==> src/rtl/chip8_pkg.sv <==
// Shared types and constants for the CHIP-8 core: PC update commands,
// fetch FSM states, and fixed memory-map addresses.
package chip8_pkg;

    localparam logic [11:0] RESET_PC_DEFAULT = 12'h200;
    localparam logic [11:0] FONT_BASE        = 12'h000;

    typedef enum logic [2:0] {
        PC_NEXT = 3'd0,
        PC_SKIP = 3'd1,
        PC_JUMP = 3'd2,
        PC_CALL = 3'd3,
        PC_RET  = 3'd4
    } pc_cmd_e;

    typedef enum logic [1:0] {
        RD_HI = 2'd0,
        RD_LO = 2'd1,
        LATCH = 2'd2,
        VALID = 2'd3
    } fetch_state_e;

endpackage

==> src/rtl/chip8_fetch_if.sv <==
// Memory read port plus the opcode/PC-command handshake between fetch and execute.
interface chip8_fetch_if;
    logic [11:0] mem_addr;
    logic [7:0]  mem_dout;
    logic        op_valid;
    logic        op_ready;
    logic [15:0] op;
    logic [11:0] op_pc;
    logic [2:0]  pc_cmd;
    logic [11:0] pc_target;
    logic        stack_err;

    modport master (
        output mem_addr, op_valid, op, op_pc, stack_err,
        input  mem_dout, op_ready, pc_cmd, pc_target
    );

    modport slave (
        input  mem_addr, op_valid, op, op_pc, stack_err,
        output mem_dout, op_ready, pc_cmd, pc_target
    );
endinterface

==> src/rtl/chip8_call_stack.sv <==
// Return-address stack: STACK_DEPTH x 12-bit entries, pointer holds 0..STACK_DEPTH.
module chip8_call_stack #(
    parameter int STACK_DEPTH = 16
) (
    input  logic        clk,
    input  logic        reset_n,
    input  logic        i_push,
    input  logic        i_pop,
    input  logic [11:0] i_data,
    output logic [11:0] o_top,
    output logic        o_full,
    output logic        o_empty
);
    localparam int IW = $clog2(STACK_DEPTH);
    localparam int PW = IW + 1;

    logic [PW-1:0] r_sp;
    logic [11:0]   r_mem [STACK_DEPTH];
    logic [PW-1:0] w_sp_m1;
    logic          w_do_push;
    logic          w_do_pop;

    assign o_full    = (r_sp == PW'(STACK_DEPTH));
    assign o_empty   = (r_sp == '0);
    assign w_sp_m1   = r_sp - PW'(1);
    assign o_top     = r_mem[w_sp_m1[IW-1:0]];
    assign w_do_push = i_push && !o_full;
    assign w_do_pop  = i_pop && !o_empty;

    always_ff @(posedge clk or negedge reset_n) begin
        if (!reset_n) begin
            r_sp <= '0;
        end else if (w_do_push) begin
            r_sp <= r_sp + PW'(1);
        end else if (w_do_pop) begin
            r_sp <= w_sp_m1;
        end
    end

    // Entries are deliberately left unreset; only the pointer defines validity.
    always_ff @(posedge clk) begin
        if (w_do_push) begin
            r_mem[r_sp[IW-1:0]] <= i_data;
        end
    end
endmodule

==> src/rtl/chip8_fetch.sv <==
// CHIP-8 fetch stage: owns PC and call stack, reads two bytes per opcode from a
// 1-cycle-latency memory and hands a big-endian opcode to execute.
module chip8_fetch
    import chip8_pkg::*;
#(
    parameter logic [11:0] RESET_PC    = RESET_PC_DEFAULT,
    parameter int          STACK_DEPTH = 16
) (
    input  logic          clk,
    input  logic          reset_n,
    chip8_fetch_if.master bus
);
    fetch_state_e r_state;
    fetch_state_e w_next_state;

    logic [11:0] r_pc;
    logic [15:0] r_op;
    logic [11:0] r_op_pc;
    logic        r_stack_err;

    logic [11:0] w_pc_inc1;
    logic [11:0] w_pc_inc2;
    logic [11:0] w_pc_next;
    logic        w_accept;
    logic        w_push;
    logic        w_pop;
    logic        w_err_set;
    logic [11:0] w_top;
    logic        w_full;
    logic        w_empty;
    logic [11:0] w_mem_addr;
    logic        w_op_valid;

    assign w_pc_inc1 = r_pc + 12'd1;
    assign w_pc_inc2 = r_pc + 12'd2;
    assign w_accept  = (r_state == VALID) && bus.op_ready;

    chip8_call_stack #(.STACK_DEPTH(STACK_DEPTH)) u_stack (
        .clk     (clk),
        .reset_n (reset_n),
        .i_push  (w_push),
        .i_pop   (w_pop),
        .i_data  (w_pc_inc2),
        .o_top   (w_top),
        .o_full  (w_full),
        .o_empty (w_empty)
    );

    always_ff @(posedge clk or negedge reset_n) begin
        if (!reset_n) begin
            r_state <= RD_HI;
        end else begin
            r_state <= w_next_state;
        end
    end

    always_comb begin
        w_next_state = r_state;
        case (r_state)
            RD_HI:   w_next_state = RD_LO;
            RD_LO:   w_next_state = LATCH;
            LATCH:   w_next_state = VALID;
            VALID:   w_next_state = w_accept ? RD_HI : VALID;
            default: w_next_state = RD_HI;
        endcase
    end

    always_comb begin
        w_mem_addr = r_pc;
        w_op_valid = 1'b0;
        case (r_state)
            RD_LO:   w_mem_addr = w_pc_inc1;
            VALID:   w_op_valid = 1'b1;
            default: w_mem_addr = r_pc;
        endcase
    end

    // PC command decode; unknown encodings behave as NEXT.
    always_comb begin
        w_pc_next = w_pc_inc2;
        w_push    = 1'b0;
        w_pop     = 1'b0;
        w_err_set = 1'b0;
        if (w_accept) begin
            case (bus.pc_cmd)
                PC_SKIP: w_pc_next = r_pc + 12'd4;
                PC_JUMP: w_pc_next = bus.pc_target;
                PC_CALL: begin
                    if (!w_full) begin
                        w_push    = 1'b1;
                        w_pc_next = bus.pc_target;
                    end else begin
                        w_err_set = 1'b1;
                    end
                end
                PC_RET: begin
                    if (!w_empty) begin
                        w_pop     = 1'b1;
                        w_pc_next = w_top;
                    end else begin
                        w_err_set = 1'b1;
                    end
                end
                default: w_pc_next = w_pc_inc2;
            endcase
        end
    end

    // Memory data lags the address by one cycle: the high byte is on mem_dout
    // during RD_LO and the low byte during LATCH.
    always_ff @(posedge clk or negedge reset_n) begin
        if (!reset_n) begin
            r_pc        <= RESET_PC;
            r_op        <= 16'h0000;
            r_op_pc     <= 12'h000;
            r_stack_err <= 1'b0;
        end else begin
            if (r_state == RD_LO) begin
                r_op[15:8] <= bus.mem_dout;
            end
            if (r_state == LATCH) begin
                r_op[7:0] <= bus.mem_dout;
                r_op_pc   <= r_pc;
            end
            if (w_accept) begin
                r_pc <= w_pc_next;
            end
            if (w_err_set) begin
                r_stack_err <= 1'b1;
            end
        end
    end

    assign bus.mem_addr  = w_mem_addr;
    assign bus.op_valid  = w_op_valid;
    assign bus.op        = r_op;
    assign bus.op_pc     = r_op_pc;
    assign bus.stack_err = r_stack_err;
endmodule

==> src/flat_wrapper.sv <==
// flat-port wrapper written by rule: the top's interface ports become plain ports
module chip8_fetch_flat import chip8_pkg::*;
#(
    parameter logic [11:0] RESET_PC    = RESET_PC_DEFAULT,
    parameter int          STACK_DEPTH = 16
)
  (clk, reset_n, bus_mem_addr, bus_op_valid, bus_op, bus_op_pc, bus_stack_err, bus_mem_dout, bus_op_ready, bus_pc_cmd, bus_pc_target);
  chip8_fetch_if bus_i ();
  input  logic clk;
  input  logic reset_n;
  output wire logic [$bits(bus_i.mem_addr)-1:0] bus_mem_addr;
  output wire logic [$bits(bus_i.op_valid)-1:0] bus_op_valid;
  output wire logic [$bits(bus_i.op)-1:0] bus_op;
  output wire logic [$bits(bus_i.op_pc)-1:0] bus_op_pc;
  output wire logic [$bits(bus_i.stack_err)-1:0] bus_stack_err;
  input wire logic [$bits(bus_i.mem_dout)-1:0] bus_mem_dout;
  input wire logic [$bits(bus_i.op_ready)-1:0] bus_op_ready;
  input wire logic [$bits(bus_i.pc_cmd)-1:0] bus_pc_cmd;
  input wire logic [$bits(bus_i.pc_target)-1:0] bus_pc_target;
  assign bus_mem_addr = bus_i.mem_addr;
  assign bus_op_valid = bus_i.op_valid;
  assign bus_op = bus_i.op;
  assign bus_op_pc = bus_i.op_pc;
  assign bus_stack_err = bus_i.stack_err;
  assign bus_i.mem_dout = bus_mem_dout;
  assign bus_i.op_ready = bus_op_ready;
  assign bus_i.pc_cmd = bus_pc_cmd;
  assign bus_i.pc_target = bus_pc_target;
  chip8_fetch #(.RESET_PC(RESET_PC), .STACK_DEPTH(STACK_DEPTH)) u_core (.clk(clk), .reset_n(reset_n), .bus(bus_i));
endmodule
==> config.mk <==
export PLATFORM = sky130hd
export DESIGN_NAME = chip8_fetch_flat
export DESIGN_NICKNAME = d
export VERILOG_FILES = /design/src/rtl/chip8_pkg.sv /design/src/rtl/chip8_fetch_if.sv /design/src/rtl/chip8_call_stack.sv /design/src/rtl/chip8_fetch.sv /design/src/flat_wrapper.sv
export SDC_FILE = /design/constraint.sdc
export NUM_CORES = 1
export LEC_CHECK = 0
export ABC_AREA = 1
export BUFFER_PORTS_ARGS = -buffer_cell sky130_fd_sc_hd__buf_4
export CAP_MARGIN = 20
export CORE_MARGIN = 2
export CORE_UTILIZATION = 44
export DETAILED_ROUTE_END_ITERATION = 16
export SLEW_MARGIN = 20
export SYNTH_ARGS = -nofsm -noshare
export SYNTH_HDL_FRONTEND = slang
export SYNTH_SLANG_ARGS = --single-unit
==> constraint.sdc <==
create_clock -name clk -period 4.85 [get_ports clk]
set_input_delay 0.485 -clock clk [delete_from_list [all_inputs] [get_ports clk]]
set_output_delay 0.485 -clock clk [all_outputs]
set_load 0.02 [all_outputs]
; ---- Yosys cells after proc, flatten, opt, wreduce, memory -nomap -nowiden
; Memory sizes are Yosys's and may differ from the RTL's.
; Cells that the tools add are included.
[classes]
n_eq_ne = 8
n_reduce_logical = 8
n_addsub = 5
n_mux = 21
[op_table]
columns = cell, n
row1 = case mux 12 bit (4 select lines), 1
row2 = 2-to-1 mux 12 bit, 3
row3 = adder 12 x 1 -> 12 bit (second input constant), 1
row4 = adder 12 x 2 -> 12 bit (second input constant), 1
row5 = adder 12 x 3 -> 12 bit (second input constant), 1
row6 = 2-to-1 mux 1 bit, 12
row7 = 2-to-1 mux 5 bit, 2
row8 = case mux 2 bit (4 select lines), 1
row9 = == test 3 x 2 -> 1 bit (second input constant), 2
row10 = adder 5 x 1 -> 5 bit (second input constant), 1
row11 = == test 5 bit (second input constant), 1
row12 = logical NOT 5 bit, 1
row13 = subtractor 5 x 1 -> 5 bit (second input constant), 1
row14 = == test 2 bit (second input constant), 2
row15 = == test 3 x 1 -> 1 bit (second input constant), 1
row16 = == test 3 bit (second input constant), 1
row17 = logical AND 1 bit, 3
row18 = == test 2 x 1 -> 1 bit (second input constant), 1
row19 = logical NOT 1 bit, 2
row20 = logical NOT 2 bit, 1
row21 = 2-to-1 mux 2 bit, 1
row22 = case mux 1 bit (2 select lines), 1
row23 = nonzero test 2 bit, 1
[word_totals]
memories = 1
ram_bits = 192
register_bits = 48
elab_cells = 50
[memory_table]
columns = name, words, word_bits, rd, rd_clocked_by_memory_dff, wr, line_no
row1 = u_core.u_stack.r_mem, 16, 12, 1, 0, 1, chip8_call_stack.sv:18  ; logic [11:0] r_mem [STACK_DEPTH];

; ---- Longest topological paths before layout
; Gate-level depths: netlist of run 1.
[depth]
depth_word = 7
ltp_mapped = 17
ltp_nobuf = 12

; ---- Modules after synthesis
; From an unflattened synthesis of run 1, not the netlist that was laid out.
[unflattened]
hier_cells = 1191
hier_area_um2 = 11370.9
[by_module_without_submodules]
columns = module, area_per_inst_um2, n_inst, cells_each, seq_area_each_um2
row1 = chip8_call_stack, 8635.8, 1, 812, 5890.6
row2 = chip8_fetch, 2735.1, 1, 379, 1077.3

; ---- Worst setup path after synthesis of run 1
; OpenSTA, ideal clock, no wires.
[synth_timing]
kind = register -> register
start = register u_core.u_stack.r_sp[0]
end = memory u_core.u_stack.r_mem[7][0], enable pin
path_buffers = 3
path_stages_with_launch = 11
synth_period_minus_slack_ns = 2.440
arrival_ns = 2.060
setup_ns = 0.380
path_slack_ns = 2.410
path_cell_list = dfrtp_1 buf_4 inv_4 buf_4 buf_4 ha_1 nand3_2 nand2_4 nor2_8 nand3_1 nor2_1
[synth_between]
elab_chain_cells = 7
elab_cells_between_ends = 8
cone_classes = eq/ne (1) / mux (5) / reduce/logical (2)
[synth_rtl]
columns = element, line_no
row1 = from (decl), chip8_call_stack.sv:17  ; logic [PW-1:0] r_sp;
row2 = from (signal assigned), chip8_call_stack.sv:34  ; r_sp <= r_sp + PW'(1);
row3 = from (signal assigned), chip8_call_stack.sv:36  ; r_sp <= w_sp_m1;
row4 = == test 5 bit, chip8_call_stack.sv:23  ; assign o_full = (r_sp == PW'(STACK_DEPTH));
row5 = 2-to-1 mux 1 bit, chip8_fetch.sv:89  ; if (!w_full) begin
row6 = 2-to-1 mux 1 bit, chip8_fetch.sv:85  ; case (bus.pc_cmd)
row7 = 2-to-1 mux 1 bit, chip8_fetch.sv:84  ; if (w_accept) begin
row8 = logical AND 1 bit, chip8_call_stack.sv:27  ; assign w_do_push = i_push && !o_full;
row9 = 2-to-1 mux 1 bit, chip8_call_stack.sv:42  ; if (w_do_push) begin
row10 = 2-to-1 mux 1 bit (not written as such), chip8_call_stack.sv:43  ; r_mem[r_sp[IW-1:0]] <= i_data;
row11 = to (decl), chip8_call_stack.sv:18
; Parallel ways exist; a longest one is shown, timed or not.

; ---- Final worst setup path of run 1
[layout_timing]
start = register u_core.u_stack.r_sp[0]
end = register u_core.r_pc[4]
[layout_between]
elab_chain_cells = 4
elab_cells_between_ends = 7
cone_classes = add/sub (1) / eq/ne (1) / mux (3) / reduce/logical (1) / memory (1)
[layout_rtl]
columns = element, line_no
row1 = subtractor 5 x 1 -> 5 bit, chip8_call_stack.sv:25  ; assign w_sp_m1 = r_sp - PW'(1);
row2 = memory (16 x 12 bit), --
row3 = 2-to-1 mux 12 bit, chip8_fetch.sv:97  ; if (!w_empty) begin
row4 = case mux 12 bit (4 select lines) (*), chip8_fetch.sv:85
row5 = to (signal assigned), chip8_fetch.sv:126  ; r_pc <= w_pc_next;
row6 = to (decl), chip8_fetch.sv:16  ; logic [11:0] r_pc;
; Mark *: on every way between the ends. The rest lies on a longest branch, timed or not.
; A chain may end at the register's enable or synchronous reset.

==> qor.yml, run 1 <==
status: "complete, no violations"
htree_levels: 1
synth-simple-area-share: 0.234
powerDensity_nw_per_um2: 720
cp_max_fo: 53
dr_wl_met2_um: 14300
synth_top_family_by_area: "simple AND/OR/NAND/NOR gates"
die_area_um2: 26100
num_vias: 7824
drv_slew: 0
finalSetupViolCount: 0
criticalPathCategory: "reg2reg"
yosys-mux-area-fraction: 0
yosysUniqueCellTypes: 38
synthAdderAreaFrac: 0.00918
cp_cell_sequence: "inv_4 > buf_4 > ha_1 > xor2_4 > nand3_1 > nand3_1 > nand3_1 > a22oi_1"
gp_congestion: 0.903
numClockSinks: 240
finalWorstSetupSlack_ns: 1.22
worstPathArrival_ns: 4.08
slowest_delay_ns: 0.70
wl_met3_um: 1800
async_flop_share: 0.200
top_layer: "met4"
cts_buffer_depth: 3
grt_start_max_net_pins: 56
max-cap-violations: 0
finalHoldViolations: 0
synth-xor-area-share: 0.0177
post_cts_buffers: 0
multi_input_area_um2: 3330
grt_pass1_wl_um: 44800
antennaDiodeCount: 0
critPathTopFamily: "buffers and inverters"
gr-total-overflow: 0
clk_latency_ns: 0.54
yosys.area.top_type: "edfxtp_1"
worst_path_max_delay_cell: "dfrtp_4"
wirelength_met1_um: 12200
slew_headroom: 0.254
core_um2: 24300
dpl_worst_slack_ns: 1.27
yosysMostFrequentCell: "nand2_1"
leakage_uw: 0.00507
cts_tree: "built"
hold_path_class: "in2reg"
synth_cells: 1062
finalCriticalPeriod_ns: 3.63
die_w_um: 161
cts_made_buffers: 25
yosys-top-cells-area: "edfxtp_1, dfrtp_1, nand2_1"
antenna_found_initial: 0
cp_common_cell: "nand3_1"
fp-row-count: 57
grt_usage: 0.226
drtIter0Drc: 753
rsz0062_at_grt: "false"
max_freq_mhz: 275
syn-num-nets: 1096
drtPass1Iterations: 5
regArea_um2: 6970
clk_pin_slew_worst_paths_ns: 0.06
ioPinCount: 68
ant_nets: 0
fin_crit_sh: 0.749
yosys_warnings: 0
final_nets: 1160
grt_pass1_vias: 7583
synth_seq_cells: 240
start_kind: "register"
routed_wl_um: 29300
skew_ns: 0.0295
synth_area_per_cell_um2: 10.3
cts-root-buf: "clkbuf_16"
hpwlAfterDp_um: 18900
drc: 0
synthFlopType: "edfxtp_1"
ir_drop_mv: 0.408
synth_top_area_share: 0.529
ys_seq_area_frac: 0.639
end_kind: "register"
drive_gt1_frac: 0.153
synth-compound-area-share: 0.0398
viasPerCell: 5.33
areaGrowthSynthToFinish_pct: 14.4
numPortBuffers: 67
synth_edf_count: 192
die_h_um: 161
cp.required_ns: 5.30
start_util: 0.448
tightest_slew_ns: 1.12
routedWlPerCell_um: 19.9
setup_tns_ns: 0
ys_top_cells_by_count: "nand2_1, edfxtp_1, nand3_1"
critical_path_buf_inv_count: 2
fill_cells: 2163
netlist_area_um2: 10900
cts_resized: 0
worst register-to-register path, delay by kind of cell, from the launching register on:
kind	cells	cell delay (ns)
buffers and inverters	2	1.06
flip-flops	1	0.70
XOR/XNOR	1	0.63
AND/OR/NAND/NOR	3	0.56
adder cells (fa/ha/maj)	1	0.42
AO/OA/AOI/OAI	1	0.18
logic make-up (layout without fill, tap and decap cells):
family | Yosys count | after routing
fa+ha+maj | 8 | 8
flops | 240 | 240
simple gates | 580 | 580
compound gates | 82 | 82
buf+inv | 133 | 216
xor+xnor | 19 | 19
where the power goes:
group          switching (uW)  leakage (uW)  internal [uW]
Sequential                292       0.00228           2800
Clock                     762      0.000389           1080
Combinational            2920       0.00240           1130
Total                    3970       0.00507           5010
through the flow:
step           cells  hold slack (ns)  utilization  area, um2  power [uW]
2_1_floorplan   1062            0.189            -      10900        5690
3_3_place_gp    1419            0.457        0.478      11600        7120
3_5_place_dp    1421            0.455        0.479      11700        7140
4_1_cts         1468            0.181        0.512      12500        9000
5_1_grt         1469            0.200        0.513      12500        9460
6_report        1469            0.192        0.513      12500        8980
routing by layer:
| metal | up-vias | global-route usage |
|---|---|---|
| li1 | 3681 | - |
| met1 | 3795 | 0.301 |
| met2 | 279 | 0.378 |
| met3 | 69 | 0.0375 |
| met4 | 0 | 0.0767 |
| met5 | - | 0 |
state kept, by name, summed over array words and instances (netlist names):
signal	count
u_core.bus.op	16
u_core.bus.op_pc	12
u_core.bus.stack_err	1
u_core.r_pc	12
u_core.r_state	2
u_core.u_stack.r_mem	192
u_core.u_stack.r_sp	5
area by class of cell:
type / instances / share of cell area
clock buffer: 43 / 0.0621
clock inverter: 3 / 0.00150
inverter: 85 / 0.0268
multi-input combinational: 689 / 0.267
sequential: 240 / 0.559
tap: 324 / 0.0325
timing repair buffer: 85 / 0.0516
what timing repair did:
action / 4_1_cts / 5_1_grt
endpoints found under the setup margin: 0 / 0
hold buffers: 1 / 0
hold endpoints to repair: 16 / 0
cells in the final DEF, fill, tap and decap left out, types with 14 or more instances in the layout:
cell type	count
inv_1	75
nand2_1	288
o21ai_0	53
nand3_1	163
xor2_1	14
a21oi_1	14
edfxtp_1	192
buf_4	83
dfrtp_1	46
clkbuf_16	26
nor2_1	82
worst paths after layout:
check | depth (start not counted) | slack (ns) | endpoint | start
max in group asynchronous | 2 | 3.85 | u_core.u_stack.r_sp[0] | reset_n
max reg2reg | 8 | 1.22 | u_core.r_pc[4] | u_core.u_stack.r_sp[0]
min reg2reg | 1 | 0.48 | u_core.bus.stack_err | u_core.bus.stack_err
min in group asynchronous | 2 | 0.52 | u_core.bus.stack_err | reset_n
min | 2 | 0.19 | u_core.r_state[0] | bus_op_ready
max | 8 | 1.22 | u_core.r_pc[4] | u_core.u_stack.r_sp[0]
No activity file was read; power rests on OpenSTA's default activity.
==> run 2: changes to the inputs <==
==> constraint.sdc (replaced) <==
create_clock -name clk -period 3.6 [get_ports clk]
set_input_delay 0.36 -clock clk [delete_from_list [all_inputs] [get_ports clk]]
set_output_delay 0.36 -clock clk [all_outputs]
set_load 0.02 [all_outputs]
==> qor.yml, run 2 (same netlist as run 1, synthesis figures left out) <==
final_nets: 1181  # +1.8%
busiest_layer: "met2"
die_h_um: 161  # unchanged
rrSetupSlack_ns: 0.93  # -0.29 ns
die_area_um2: 26100  # unchanged
pwr-share-clk: 0.231  # +0.026
slew_headroom: 0.290  # +0.0354
drc: 0  # unchanged
htree_levels: 1  # unchanged
rr_endpoint: "u_core.r_pc[5]"
cts_made_buffers: 26  # +4.0%
drtPass1Iterations: 5  # unchanged
intPower_uw: 7170  # +43%
dpl_worst_slack_ns: 0.976  # -0.299 ns
ioPinCount: 68  # unchanged
antenna_found_initial: 0  # unchanged
swShare: 0.422  # -0.0197
cp.required_ns: 3.24  # -2.06 ns
core_um2: 24300  # unchanged
routed_wl_um: 28400  # -3.0%
hpwlAfterDp_um: 17900  # -5.4%
start_kind: "register"
largest_reg_flops: 192  # unchanged
grt_start_max_net_pins: 101  # +80%
rr_worst_depth: 11  # +3
hold_path_class: "in2reg"
clk_latency_ns: 0.53  # about the same
finalCriticalPeriod_ns: 2.77
cts-root-buf: "clkbuf_16"
viasPerCell: 5.14  # -3.5%
power_frac_seq: 0.323  # -0.021
layout_common_cells: "nand2_1, edfxtp_1, nand3_1, buf_4, nor2_1"
clk_pin_slew_worst_paths_ns: 0.07  # about the same
rr_startpoint: "u_core.u_stack.r_sp[0]"
grt_pass1_vias: 7485  # -1.3%
hold_path_depth: 2  # unchanged
skew_ns: 0.0141  # -0.0154 ns
num_vias: 7665  # -2.0%
fin_crit_sh: 0.770
use_met1: 0.299  # -0.00160
criticalPathCategory: "reg2out"
met2_usage: 0.363  # -0.0144
grt_usage: 0.219  # -0.00663
numClockSinks: 240  # unchanged
leakage_uw: 0.00525  # +3.4%
worstPathArrival_ns: 2.41  # -1.67 ns
die_w_um: 161  # unchanged
final_common_cell: "nand2_1"
min_from: "bus_op_ready"
gp_congestion: 0.915  # +1.4%
finalSetupViolCount: 0  # unchanged
cts_tree: "built"
routedWlPerCell_um: 19.0  # -4.5%
fill_cells: 2155  # -0.37%
min_to: "u_core.r_state[0]"
drive_gt1_frac: 0.167  # +0.0143
combinationalPowerShare: 0.445  # -0.006
status: "complete, no violations"
end_kind: "primary output"
max-cap-violations: 0  # unchanged
finalHoldViolations: 0  # unchanged
rsz0062_at_grt: "false"
grt_use_met3: 0.0365  # -0.00103
fp-row-count: 57  # unchanged
grt_pass1_wl_um: 43800  # -2.3%
cp_max_fo: 8  # -85%
gr-total-overflow: 0  # unchanged
cts_buffer_depth: 3  # unchanged
drv_slew: 0  # unchanged
setup_tns_ns: 0  # unchanged
start_util: 0.448  # unchanged
max_freq_mhz: 361
drtIter0Drc: 699  # -7.2%
p_switching_uw: 5240  # +32%
finalWorstSetupSlack_ns: 0.827  # -0.391 ns
powerDensity_nw_per_um2: 974  # +35%
areaGrowthSynthToFinish_pct: 16.9
ir_drop_mv: 0.543  # +33%
ant_nets: 0  # unchanged
numPortBuffers: 67  # unchanged
whs_ns: 0.0651  # -0.127 ns
cts_resized: 0  # unchanged
tightest_slew_ns: 1.07  # -0.0522 ns
-- run 2: cell count changes in the layout (fill, tap and decap cells not counted), moves of 4 or more --
| cell | previous run | this run |
|---|---|---|
| nor2_1 | 82 | 89 |
| buf_4 | 83 | 103 |
| nor2_2 | 12 | 5 |
| clkbuf_1 | 11 | 2 |
| clkbuf_16 | 26 | 30 |
| clkinv_2 | 2 | 6 |
-- run 2: layout make-up --
type | count | area (um2) | share of cell area
Inverter | 85 | 334 | 0.0262
Antenna cell | 1 | 2.50 | 0.000196
Tap cell | 324 | 405 | 0.0318
Clock inverter | 13 | 151 | 0.0119
Sequential cell | 240 | 6970 | 0.547
Multi-Input combinational cell | 689 | 3280 | 0.258
Clock buffer | 35 | 800 | 0.0627
Timing Repair Buffer | 105 | 795 | 0.0624
-- run 2: power by group through the flow --
stage	clock network (uW)	registers (uW)	logic, uW
after CTS	2910	4010	5530
after detailed placement	0	4060	5510
after floorplan	0	4190	3470
after global placement	0	4060	5480
final	2870	4010	5530
after global routing	3030	4050	6080
-- run 2: metal layers --
metal	part of all wire	vias to the layer above	wire, um
met3	0.053	50	1490
met5	0	-	0
met4	0.026	0	728
li1	-	3739	-
met2	0.49	202	13900
met1	0.43	3674	12300
-- run 2: metrics by stage --
step	utilization	cells	power (uW)	area (um2)
CTS	0.524	1491	12400	12700
detailed placement	0.484	1442	9570	11800
floorplan	-	1062	7660	10900
global placement	0.484	1442	9530	11800
finish	0.524	1492	12400	12700
global route	0.524	1491	13200	12700
-- run 2: what timing repair did --
action | CTS | global route
hold buffers | 1 | 0
buffers inserted | 0 | 0
hold endpoints to repair | 47 | 0
-- run 2: how the worst max path moves through the flow --
stage | startpoint | end | cells after the start
floorplan | u_core.u_stack.r_sp[0] | u_core.u_stack.r_mem[7][0] | 10
global placement | u_core.u_stack.r_sp[0] | u_core.r_pc[7] | 13
detailed placement | u_core.u_stack.r_sp[0] | u_core.r_pc[5] | 11
CTS | u_core.r_pc[1] | bus_mem_addr[9] | 8
global route | u_core.r_pc[1] | bus_mem_addr[9] | 8
finish | u_core.r_pc[1] | bus_mem_addr[9] | 8
-- run 2: worst max-delay path, cell delays in order (launching register included) --
cell and delay, ns:
dfrtp_1 0.54, ha_1 0.36, inv_1 0.08, nor2_1 0.22, nand2_1 0.12, xor2_1 0.18
nand2_1 0.06, o21ai_0 0.12, buf_4 0.20
